**src/rtl/multicycle_control.sv**
```systemverilog
`default_nettype none
// ============================================================================
// Module   : multicycle_control
// Purpose  : Moore sequencer for a multi-cycle MIPS datapath (shared memory
//            port and ALU). Optional ADDI support via `CTRL_ADDI_EN.
// Revision : 1.0 - initial release
// ============================================================================
module multicycle_control (
    input  logic       clk,
    input  logic       rst,
    input  logic [5:0] opcode,
    input  logic       mem_ready,
    output logic       pc_write,
    output logic       pc_write_cond,
    output logic       iord,
    output logic       mem_read,
    output logic       mem_write,
    output logic       ir_write,
    output logic       mem_to_reg,
    output logic       reg_dst,
    output logic       reg_write,
    output logic       alu_src_a,
    output logic [1:0] alu_src_b,
    output logic [1:0] alu_op,
    output logic [1:0] pc_source,
    output logic       instr_done,
    output logic       illegal,
    output logic [3:0] state
);

    localparam logic [5:0] c_OP_R    = 6'b000000;
    localparam logic [5:0] c_OP_LW   = 6'b100011;
    localparam logic [5:0] c_OP_SW   = 6'b101011;
    localparam logic [5:0] c_OP_BEQ  = 6'b000100;
    localparam logic [5:0] c_OP_J    = 6'b000010;
    localparam logic [5:0] c_OP_ADDI = 6'b001000;

    typedef enum logic [3:0] {
        S_FETCH     = 4'd0,
        S_DECODE    = 4'd1,
        S_MEM_ADDR  = 4'd2,
        S_MEM_READ  = 4'd3,
        S_MEM_WB    = 4'd4,
        S_MEM_WRITE = 4'd5,
        S_R_EXEC    = 4'd6,
        S_R_WB      = 4'd7,
        S_BRANCH    = 4'd8,
        S_JUMP      = 4'd9,
        S_ADDI_EXEC = 4'd10,
        S_ADDI_WB   = 4'd11
    } state_t;

    state_t state_q;
    state_t state_d;
    state_t w_cur;

    always_ff @(posedge clk) begin
        if (rst) begin
            state_q <= S_FETCH;
        end else begin
            state_q <= state_d;
        end
    end

    assign state = state_q;

    always_comb begin
        pc_write      = 1'b0;
        pc_write_cond = 1'b0;
        iord          = 1'b0;
        mem_read      = 1'b0;
        mem_write     = 1'b0;
        ir_write      = 1'b0;
        mem_to_reg    = 1'b0;
        reg_dst       = 1'b0;
        reg_write     = 1'b0;
        alu_src_a     = 1'b0;
        alu_src_b     = 2'b00;
        alu_op        = 2'b00;
        pc_source     = 2'b00;
        instr_done    = 1'b0;
        illegal       = 1'b0;
        state_d       = S_FETCH;
        // Under reset the selects present FETCH values; enables are cleared below.
        w_cur         = rst ? S_FETCH : state_q;

        case (w_cur)
            S_FETCH: begin
                mem_read  = 1'b1;
                alu_src_b = 2'b01;
                ir_write  = mem_ready;
                pc_write  = mem_ready;
                state_d   = mem_ready ? S_DECODE : S_FETCH;
            end
            S_DECODE: begin
                alu_src_b = 2'b11;
                case (opcode)
                    c_OP_LW, c_OP_SW: state_d = S_MEM_ADDR;
                    c_OP_R:           state_d = S_R_EXEC;
                    c_OP_BEQ:         state_d = S_BRANCH;
                    c_OP_J:           state_d = S_JUMP;
`ifdef CTRL_ADDI_EN
                    c_OP_ADDI:        state_d = S_ADDI_EXEC;
`endif
                    default: begin
                        illegal = 1'b1;
                        state_d = S_FETCH;
                    end
                endcase
            end
            S_MEM_ADDR: begin
                alu_src_a = 1'b1;
                alu_src_b = 2'b10;
                state_d   = (opcode == c_OP_LW) ? S_MEM_READ : S_MEM_WRITE;
            end
            S_MEM_READ: begin
                mem_read = 1'b1;
                iord     = 1'b1;
                state_d  = mem_ready ? S_MEM_WB : S_MEM_READ;
            end
            S_MEM_WB: begin
                reg_write  = 1'b1;
                mem_to_reg = 1'b1;
                instr_done = 1'b1;
            end
            S_MEM_WRITE: begin
                mem_write  = 1'b1;
                iord       = 1'b1;
                instr_done = mem_ready;
                state_d    = mem_ready ? S_FETCH : S_MEM_WRITE;
            end
            S_R_EXEC: begin
                alu_src_a = 1'b1;
                alu_op    = 2'b10;
                state_d   = S_R_WB;
            end
            S_R_WB: begin
                reg_write  = 1'b1;
                reg_dst    = 1'b1;
                instr_done = 1'b1;
            end
            S_BRANCH: begin
                alu_src_a     = 1'b1;
                alu_op        = 2'b01;
                pc_write_cond = 1'b1;
                pc_source     = 2'b01;
                instr_done    = 1'b1;
            end
            S_JUMP: begin
                pc_write   = 1'b1;
                pc_source  = 2'b10;
                instr_done = 1'b1;
            end
`ifdef CTRL_ADDI_EN
            S_ADDI_EXEC: begin
                alu_src_a = 1'b1;
                alu_src_b = 2'b10;
                state_d   = S_ADDI_WB;
            end
            S_ADDI_WB: begin
                reg_write  = 1'b1;
                instr_done = 1'b1;
            end
`endif
            default: begin
                state_d = S_FETCH;
            end
        endcase

        if (rst) begin
            pc_write      = 1'b0;
            pc_write_cond = 1'b0;
            ir_write      = 1'b0;
            reg_write     = 1'b0;
            mem_write     = 1'b0;
            instr_done    = 1'b0;
            illegal       = 1'b0;
        end
    end

endmodule
`default_nettype wire
```
**config.mk**
```make
export PLATFORM = sky130hd
export DESIGN_NAME = multicycle_control
export DESIGN_NICKNAME = d
export VERILOG_FILES = /design/src/rtl/multicycle_control.sv
export SDC_FILE = /design/constraint.sdc
export NUM_CORES = 1
export LEC_CHECK = 0
export BUFFER_PORTS_ARGS = -buffer_cell sky130_fd_sc_hd__buf_2
export CAP_MARGIN = 20
export CORE_MARGIN = 10
export CORE_UTILIZATION = 38
export DETAILED_ROUTE_END_ITERATION = 8
export PLACE_DENSITY = 0.78
export SLEW_MARGIN = 20
export SYNTH_ARGS = -nofsm -noshare
export SYNTH_HDL_FRONTEND = slang
export SYNTH_SLANG_ARGS = --single-unit
```
**constraint.sdc**
```tcl
create_clock -name clk -period 1.18 [get_ports clk]
set_input_delay 0.177 -clock clk [delete_from_list [all_inputs] [get_ports clk]]
set_output_delay 0.177 -clock clk [all_outputs]
set_load 0.01 [all_outputs]
```
==> metrics.txt, run 1 <==
Hold Buf Count CTS=0; Stop stage=clock tree synthesis; synthesized area=around 540 um^2; routability cong.=about 0.80; Initial Util=about 41%; error that ended the run=[ERROR DPL-0038] Utilization greater than 100%, impossible to legalize; syn nets=94; DP Cell Count=between 150 and 200; Avg Inst Size Synth=approximately 6.4 um^2; Compound-Gate Fraction of Synth Area=between 20% and 30%; post-synth cell types=31; Syn. warnings=0; simple-gate share of the synthesized area=52.76%; Ports=31; dpl ws=-0.1508 ns; total clock sinks=4; TritonCTS Buffers=3; post-synthesis mux area share=0%; Port Buffers=30; die width=57.80 um; standard-cell rows=13; clock root buffer=clkbuf_4; largest family of logic cells by synthesized area=simple AND/OR/NAND/NOR gates; H-tree depth=1; #FFs+latches synth=4; status=stopped before the end; Detail Placement HPWL=1881 um; adder-cell share of the synthesized area=0%; Max clock buf depth=2; Die H=a little under 60 um; Seq/Total Area, Yosys=14.75%; xor and xnor area share after synthesis=3.226%; CTS resizes=46; Post-CTS Setup Inserts=17; synthesized netlist cell count=85
## synth_stat cells (all sizes together)
master	number	area (um^2)
a21oi	5	25.02
or2	2	15.02
clkbuf	5	18.77
nor3	8	40.04
a21o	2	15.01
a31o	1	8.760
nor4	7	43.79
buf	3	21.27
or3	1	6.260
xor2	2	17.52
a211oi	1	7.510
nor4b	1	8.760
a21boi	1	7.510
nand3b	2	15.01
nor2b	3	18.77
nor3b	1	7.510
dfxtp	4	80.08
and3b	1	8.760
nand2	8	30.03
or4	1	7.510
nor2	10	37.54
nand2b	4	25.02
and3	2	12.51
a221o	1	10.01
o211ai	1	7.510
o21ai	4	20.02
o31a	1	8.760
a2bb2oi	1	8.760
nand3	2	10.01
## cells by family after synthesis
family / Yosys count
flip-flops: 4
AND/OR/NAND/NOR: 53
buffers and inverters: 8
XOR/XNOR: 2
AO/OA/AOI/OAI: 18
## metrics by stage
stage	instance area [um^2]	TNS, ns
after floorplan	680.7	-0.4773
after global placement	1011	-0.6607
after detailed placement	1011	-1.324
==> run 2: changes to the inputs <==
- CORE_AREA: default -> 10 10 71 73
- CORE_MARGIN: 10 -> default
- CORE_UTILIZATION: 38 -> default
- DIE_AREA: default -> 0 0 81 83
- PLACE_DENSITY: 0.78 -> default
- PLACE_DENSITY_LB_ADDON: default -> 0.15
- clock period: 1.18 -> 1.5 ns (I/O delays scaled with it)
==> metrics.txt, run 2 <==
synthesized area=~540 um^2; final-stage net count=136; Psw=125.9 uW; #FFs+latches synth=4; CP startpoint kind=flop; Worst VDD drop=about 0.00026 V; CP delay by family, top=simple AND/OR/NAND/NOR gates; synthesized netlist cell count=85; Worst Path Arrival=about 1.3 ns; DIE AREA=between 6000 and 7000 um^2; Detail Placement HPWL=about 1800 um; TritonCTS Buffers=3; Clock Pin Slew Worst Setup and Hold Paths=0.03 ns; fmax=roughly 650 MHz; Post-synth top cells=nor2_1 (10), nand2_1 (8), nor3_1 (8); slowest CP cell=or3_4; pin count of the biggest net entering global routing=13; DR vias/cell=roughly 4.4; flop-to-flop setup slack=~0.21 ns; Post-synth EDFFs=0; total congestion overflow=0; max reg flops=4; antenna violation net count after detailed routing=0; total clock sinks=4; CTS tree=done; core area=roughly 3600 um^2; endpoints failing hold=0; clock network power share=46.9%; CP bufs+invs=1; Post-synth ARST share=0%; Initial DRT Pass Iterations=4; adder-cell share of the synthesized area=0%; Lkg Pwr=~0.45 nW; max cap viols=0; critical setup path kind=flop to output pin; Compound-Gate Fraction of Synth Area=around 22%; largest family of logic cells by synthesized area=simple AND/OR/NAND/NOR gates; Worst setup EP type=output pin; RSZ-0062 raised after global routing=yes; min-delay worst type=input pin to flop; commonest non-fill, non-tap cell in the layout=buf_2; DRC=0; syn nets=94; final setup TNS=-0.04483 ns; Avg Inst Size Synth=between 6 and 7 um^2; Initial Util=around 15%; die width=~81 um; total power draw=approximately 470 uW; H-tree depth=1; CP Max Fanout=5; Power Density=approximately 480 nW/um^2; share of layout cells above drive strength 1=roughly 59%; minimum clock period=1.545 ns; post-synthesis mux area share=0%; Die H=83 um; ANT cells=0; commonest non-fill, non-tap cells in the layout=buf_2 (29), buf_4 (15), nor2_1 (7), nor3_1 (7), nand2_1 (6); xor and xnor area share after synthesis=around 3.2%; total number of vias=roughly 770; Pint=about 340 uW; Final Setup Violations=1; post-synth cell types=31; drt initial violations=24; vias in the first global route=around 740; skew final=approximately 0.0007 ns; combinational power share=28.5%; most common flop cell mapped by yosys=dfxtp_1; worst path cell trace=or2_4 -> or3_4 -> nand2_2 -> buf_6; Syn. warnings=0; fin crit share=103.0%; post-synth top area cell=dfxtp_1; first-pass GRT wire length=between 3000 and 4000 um; Port Buffers=30; dpl ws=around 0.07 ns; routability cong.=between 0.7 and 0.8; Max Slew Vio Count=0; CP required=approximately 1.3 ns; WHS=about 0.23 ns; Hold Buf Count CTS=0; Synth top area share=between 10% and 20%; clock root buffer=clkbuf_8; standard-cell rows=22; Switching Fraction=a little over a quarter; simple-gate share of the synthesized area=52.76%; Synth area leaders=dfxtp_1 (15%), nor4_1 (8.1%), nor3_1 (7.4%), nor2_1 (6.9%), nand2_1 (5.5%); most common cell in the synthesized netlist=nor2_1; initial antenna violation count=0; failing checks=negative setup slack; Total Wirelength=around 2200 um; Max clock buf depth=2; area growth from synthesis to layout=79.03%; PnR worst setup slack=-0.04483 ns; slew of the pin with the lowest slew margin=roughly 0.38 ns; Slew HR=74.49%; status=finished, violations left; clk_lat worst skew=approximately 0.21 ns; Ports=31; CP peak stage delay=0.34 ns; wire length per cell=12.74 um; sequential share of power=roughly 25%; Seq/Total Area, Yosys=14.75%; Tot GR Track Use=under 10%
==> run 2: cell counts after synthesis <==
No cell type changed its count.
==> run 2: layer usage <==
| metal | vias up | part of all wire [%] | track usage [%] |
|---|---|---|---|
| li1 | 390 | - | - |
| met1 | 344 | 46 | 8.186 |
| met2 | 27 | 43 | 8.862 |
| met3 | 4 | 9.9 | 2.694 |
| met4 | 0 | 0.86 | 2.347 |
| met5 | - | 0 | 0 |
==> run 2: stage by stage <==
| step | utilization (%) | instance area (um^2) | instances |
|---|---|---|---|
| after floorplan | - | 544.3 | 85 |
| after global placement | 22.11 | 803.3 | 167 |
| after detailed placement | 22.11 | 803.3 | 167 |
| after CTS | 24.45 | 888.4 | 171 |
| after global routing | 26.76 | 972.2 | 173 |
| final | 26.76 | 972.2 | 173 |
==> run 2: power groups by stage <==
stage	registers, mW	clock network [mW]	logic, mW
after floorplan	0.114	0	0.0623
after global placement	0.118	0	0.111
after detailed placement	0.118	0	0.111
after CTS	0.118	0.227	0.118
after global routing	0.116	0.240	0.148
final	0.116	0.221	0.134
==> run 2: worst paths after layout <==
path / from / end / depth (start not counted)
min reg2reg: state[0] / state[3] / 2
min: opcode[4] / state[3] / 2
max reg2reg: state[0] / state[2] / 5
max: state[3] / alu_src_b[1] / 4
==> run 2: final cells by class <==
cell class	count	area [um^2]
Multi-Input combinational cell	73	511.7
Tap cell	48	60.06
Timing Repair Buffer	45	269.0
Clock buffer	3	41.29
Fill cell	430	2661
Sequential cell	4	90.09
==> run 2: cell families after synthesis <==
kind of cell,count (synthesis)
flip-flops,4
XOR/XNOR,2
AO/OA/AOI/OAI,18
buffers and inverters,8
AND/OR/NAND/NOR,53
==> run 2: repair_timing <==
item	4_1_cts	5_1_grt
setup buffers	1	2
pin swaps	2	1
hold endpoints to repair	0	0
gates resized for setup	12	15
setup endpoints to repair	14	18
Power figures use the tool's default switching activity.
==> run 3: changes to the inputs <==
- clock period: 1.5 -> 1.7 ns (I/O delays scaled with it)
==> metrics.txt, run 3 (same netlist as run 2, synthesis figures left out) <==
status=finished clean; routability cong.=0.7610; pin count of the biggest net entering global routing=14; M2 GR Usage=between 8 and 9%; clk_lat worst skew=about 0.21 ns; max cap viols=0; Lkg Pwr=around 0.4 nW; busiest layer in global routing=met1; fmax=between 600 and 700 MHz; wire length per cell=about 13 um; CP bufs+invs=1; CP required=1.44 ns; area growth from synthesis to layout=51.61%; Hold Buf Count CTS=0; Total Wirelength=approximately 2200 um; total clock sinks=4; CP delay by family, top=simple AND/OR/NAND/NOR gates; WHS=about 0.27 ns; combinational power share=a little under a quarter; Detail Placement HPWL=approximately 1800 um; Final Instance Count excl. Fillers=164; Clock Pin Slew Worst Setup and Hold Paths=about 0.030 ns; Worst VDD drop=about 0.00026 V; Max Slew Vio Count=0; antenna violation net count after detailed routing=0; worst r2r dst=state[0]; slew of the pin with the lowest slew margin=roughly 0.35 ns; Worst setup EP type=output pin; clock network power share=between 40% and 50%; final-stage net count=between 100 and 150; first-pass GRT wire length=approximately 3400 um; slowest CP cell=or3_4; CP peak stage delay=0.37 ns; Worst Path Arrival=1.39 ns; Hold Path Origin=opcode[4]; drt initial violations=between 50 and 60; max reg flops=4; dpl cell area=between 700 and 800 um^2; min-delay worst type=input pin to flop; total number of vias=around 700; CTS tree=done; Worst R2R Path Depth=4; design area=approximately 820 um^2; Post-CTS Setup Inserts=0; Slew HR=76.18%; endpoints failing hold=0; Psw=101.6 uW; minimum clock period=approximately 1.6 ns; clock root buffer=clkbuf_8; core area=roughly 3600 um^2; vias in the first global route=710; CP Max Fanout=5; DR vias/cell=roughly 4.4; CP startpoint kind=flop; met1 Usage GRT=roughly 8.5%; total congestion overflow=0; Final Setup Violations=0; DIE AREA=6723 um^2; Hold Path End=state[3]; Ports=31; standard-cell rows=22; Power Density=around 470 nW/um^2; FF-to-FF Start=state[1]; RSZ-0062 raised after global routing=no; Hold Path Stages=2; CTS resizes=2; ANT cells=0; sequential share of power=around 27%; die width=between 80 and 90 um; final setup TNS=0 ns; worst path cell trace=or2_4 -> or3_4 -> nand2_1 -> buf_2; DP Cell Count=161; initial antenna violation count=0; share of layout cells above drive strength 1=around 42%; Pint=288.1 uW; Switching Fraction=a little over a quarter; Tot GR Track Use=6.137%; skew final=0.001457 ns; Port Buffers=30; Die H=83 um; TritonCTS Buffers=3; Initial Util=approximately 15%; Max clock buf depth=2; commonest non-fill, non-tap cells in the layout=buf_2 (30), nor2_1 (10), nand2_1 (8), nor3_1 (8); final core occ=a little under a quarter; met3 Use GR=under 10%; critical setup path kind=flop to output pin; flop-to-flop setup slack=0.33 ns; H-tree depth=1; commonest non-fill, non-tap cell in the layout=buf_2; DRC=0; fin crit share=a little over nine tenths; Initial DRT Pass Iterations=4
[run 3: cell count changes in the layout (fill, tap and decap cells not counted), sizes merged]
cell,delta
buf,-9
[run 3: final cells by class]
cell class                 count  area [um^2]
fill                         436         2810
multi-input combinational     73        442.9
timing repair buffer          36        195.2
sequential                     4        83.83
tap                           48        60.06
clock buffer                   3        41.29
[run 3: through the flow]
stage,total power [mW],worst slack [ns]
4_1_cts,0.3972,0.001673
3_5_place_dp,0.1948,0.1891
3_3_place_gp,0.1951,0.1711
5_1_grt,0.4159,0.003161
2_1_floorplan,0.1553,0.1229
6_report,0.3897,0.05028
[run 3: how the worst max path moves through the flow]
stage / startpoint / to / slack, ns / depth (start not counted)
CTS: state[3] / alu_src_b[1] / 0.002 / 4
global placement: state[0] / mem_read / 0.17 / 4
global route: state[3] / reg_write / 0.003 / 4
finish: state[3] / alu_src_b[1] / 0.05 / 4
detailed placement: rst / alu_src_b[1] / 0.19 / 5
floorplan: state[0] / pc_source[1] / 0.12 / 3
[run 3: worst reg2reg max path, cell delays in order (launching register included)]
cell and delay, ns:
dfxtp_2 0.37, nor2_1 0.19, nand3_1 0.22, nor4_1 0.34
o31a_1 0.18
[run 3: power groups by stage]
stage	logic (mW)	clock network [mW]	registers, mW
after CTS	0.0904	0.202	0.104
after global placement	0.0899	0	0.105
after floorplan	0.0549	0	0.100
final	0.0910	0.194	0.105
after global routing	0.102	0.208	0.106
after detailed placement	0.0898	0	0.105
[run 3: layer usage]
| layer | routed length [um] | share of wire, % | vias to the layer above |
|---|---|---|---|
| li1 | - | - | 372 |
| met2 | 874 | 41 | 29 |
| met1 | 1079 | 50 | 320 |
| met5 | 0 | 0 | - |
| met4 | 0 | 0 | 0 |
| met3 | 205 | 9.5 | 0 |
==> run 4: changes to the inputs <==
- CORE_AREA: 10 10 71 73 -> 2 2 63 65
- DIE_AREA: 0 0 81 83 -> 0 0 65 67
- clock period: 1.7 -> 1.65 ns (I/O delays scaled with it)
==> metrics.txt, run 4 (same netlist as run 2, synthesis figures left out) <==
Worst Path Arrival=roughly 1.4 ns; DIE AREA=~4400 um^2; ANT cells=0; Total Wirelength=around 1900 um; Hold Path Origin=opcode[4]; Ports=31; combinational power share=24.0%; Fill cells=433; fin crit share=97.44%; Worst R2R Path Depth=4; Clock Pin Slew Worst Setup and Hold Paths=about 0.030 ns; Tot GR Track Use=9.033%; antenna violation net count after detailed routing=0; DRC=0; CTS tree=done; DP Cell Count=161; core area=~3600 um^2; skew final=0.0001029 ns; Worst VDD drop=approximately 0.00018 V; TritonCTS Buffers=3; multi-input logic area=about 440 um^2; Initial Util=approximately 15%; FF-to-FF Start=state[3]; total power draw=402.4 uW; slew of the pin with the lowest slew margin=~0.38 ns; Final Instance Count excl. Fillers=roughly 160; total number of vias=between 700 and 800; Initial DRT Pass Iterations=4; clock network power share=50.1%; initial antenna violation count=0; dpl cell area=about 760 um^2; standard-cell rows=22; Worst setup EP type=output pin; commonest non-fill, non-tap cell in the layout=buf_2; slowest CP cell=dfxtp_4; vias in the first global route=roughly 630; DR vias/cell=~4.4; Hold Buf Count CTS=0; design area=roughly 840 um^2; fmax=slightly above 600 MHz; area growth from synthesis to layout=54.38%; Slew HR=between 70% and 80%; Final Setup Violations=0; minimum clock period=1.608 ns; WHS=approximately 0.26 ns; Psw=~110 uW; clk_lat worst skew=about 0.21 ns; status=finished clean; CP required=~1.4 ns; drt initial violations=14; share of layout cells above drive strength 1=approximately 43%; min-delay worst type=input pin to flop; final-stage net count=127; Max clock buf depth=2; Detail Placement HPWL=between 1500 and 2000 um; Port Buffers=30; max reg flops=4; Hold Path Stages=2; flop-to-flop setup slack=about 0.34 ns; total congestion overflow=0; Power Density=between 400 and 500 nW/um^2; wire length per cell=roughly 12 um; Post-CTS Setup Inserts=0; worst r2r dst=state[0]; worst path cell trace=or2_4 -> or3_4 -> nand2_2 -> buf_6; first-pass GRT wire length=about 3000 um; clock root buffer=clkbuf_8; total clock sinks=4; Die H=67 um; Pint=between 200 and 300 uW; commonest non-fill, non-tap cells in the layout=buf_2 (29), nor2_1 (10), nor4_1 (7), nand2_1 (7), nor3_1 (7); pin count of the biggest net entering global routing=16; Reg area=~90 um^2; critical setup path kind=flop to output pin; max cap viols=0; final core occ=23.25%; Hold Path End=state[3]; H-tree depth=1; Max Slew Vio Count=0; endpoints failing hold=0; CP startpoint kind=flop; Lkg Pwr=just under 0.4 nW; sequential share of power=around a quarter; Switching Fraction=a little over a quarter; routability cong.=just over 0.7; CP peak stage delay=around 0.35 ns; die width=about 65 um; CP Max Fanout=5
-- run 4: routing by layer --
metal	part of all wire (%)	vias up	GRT usage, %	wire (um)
met1	48	314	11.95	911
met3	8.2	5	2.365	154
li1	-	373	-	-
met5	0	-	0	0
met2	41	29	12.89	780
met4	2.2	0	5.585	41
-- run 4: repair_timing --
| item | 4_1_cts | 5_1_grt |
|---|---|---|
| resized for setup | 5 | 7 |
| setup endpoints to repair | 7 | 4 |
| pin swaps | 1 | 2 |
-- run 4: area by class of cell --
type                    instances  share of cell area (%)
multi-input cells              73                   52.84
repair buffers                 36                   24.03
flip-flops and latches          4                   11.04
well taps                      48                   7.164
clock buffers                   3                   4.925
-- run 4: worst max-delay path, delay by kind of cell, from the launching register on --
kind          cells  cell delay, ns
flops             1            0.35
buf+inv           1            0.10
simple gates      3            0.69
-- run 4: worst max path at each step --
stage | slack (ns) | cells past startpoint | to | start
6_report | 0.04 | 4 | alu_src_b[1] | state[3]
5_1_grt | -0.004 | 4 | alu_src_b[1] | state[3]
4_1_cts | 0.02 | 4 | alu_src_b[1] | state[3]
3_5_place_dp | 0.12 | 4 | alu_src_b[1] | state[1]
3_3_place_gp | 0.14 | 4 | mem_read | state[0]
2_1_floorplan | 0.08 | 3 | pc_source[1] | state[0]
-- run 4: power groups by stage --
stage	Sequential, mW	Clock (mW)	Combinational (mW)
floorplan	0.103	0	0.0566
global placement	0.109	0	0.0926
detailed placement	0.109	0	0.0927
CTS	0.108	0.208	0.0933
global route	0.106	0.219	0.107
finish	0.104	0.202	0.0966
-- run 4: per-stage QoR --
| step | TNS [ns] | worst slack (ns) |
|---|---|---|
| 2_1_floorplan | 0 | 0.08043 |
| 3_3_place_gp | 0 | 0.1376 |
| 3_5_place_dp | 0 | 0.1229 |
| 4_1_cts | 0 | 0.01746 |
| 5_1_grt | -0.003747 | -0.003747 |
| 6_report | 0 | 0.04229 |
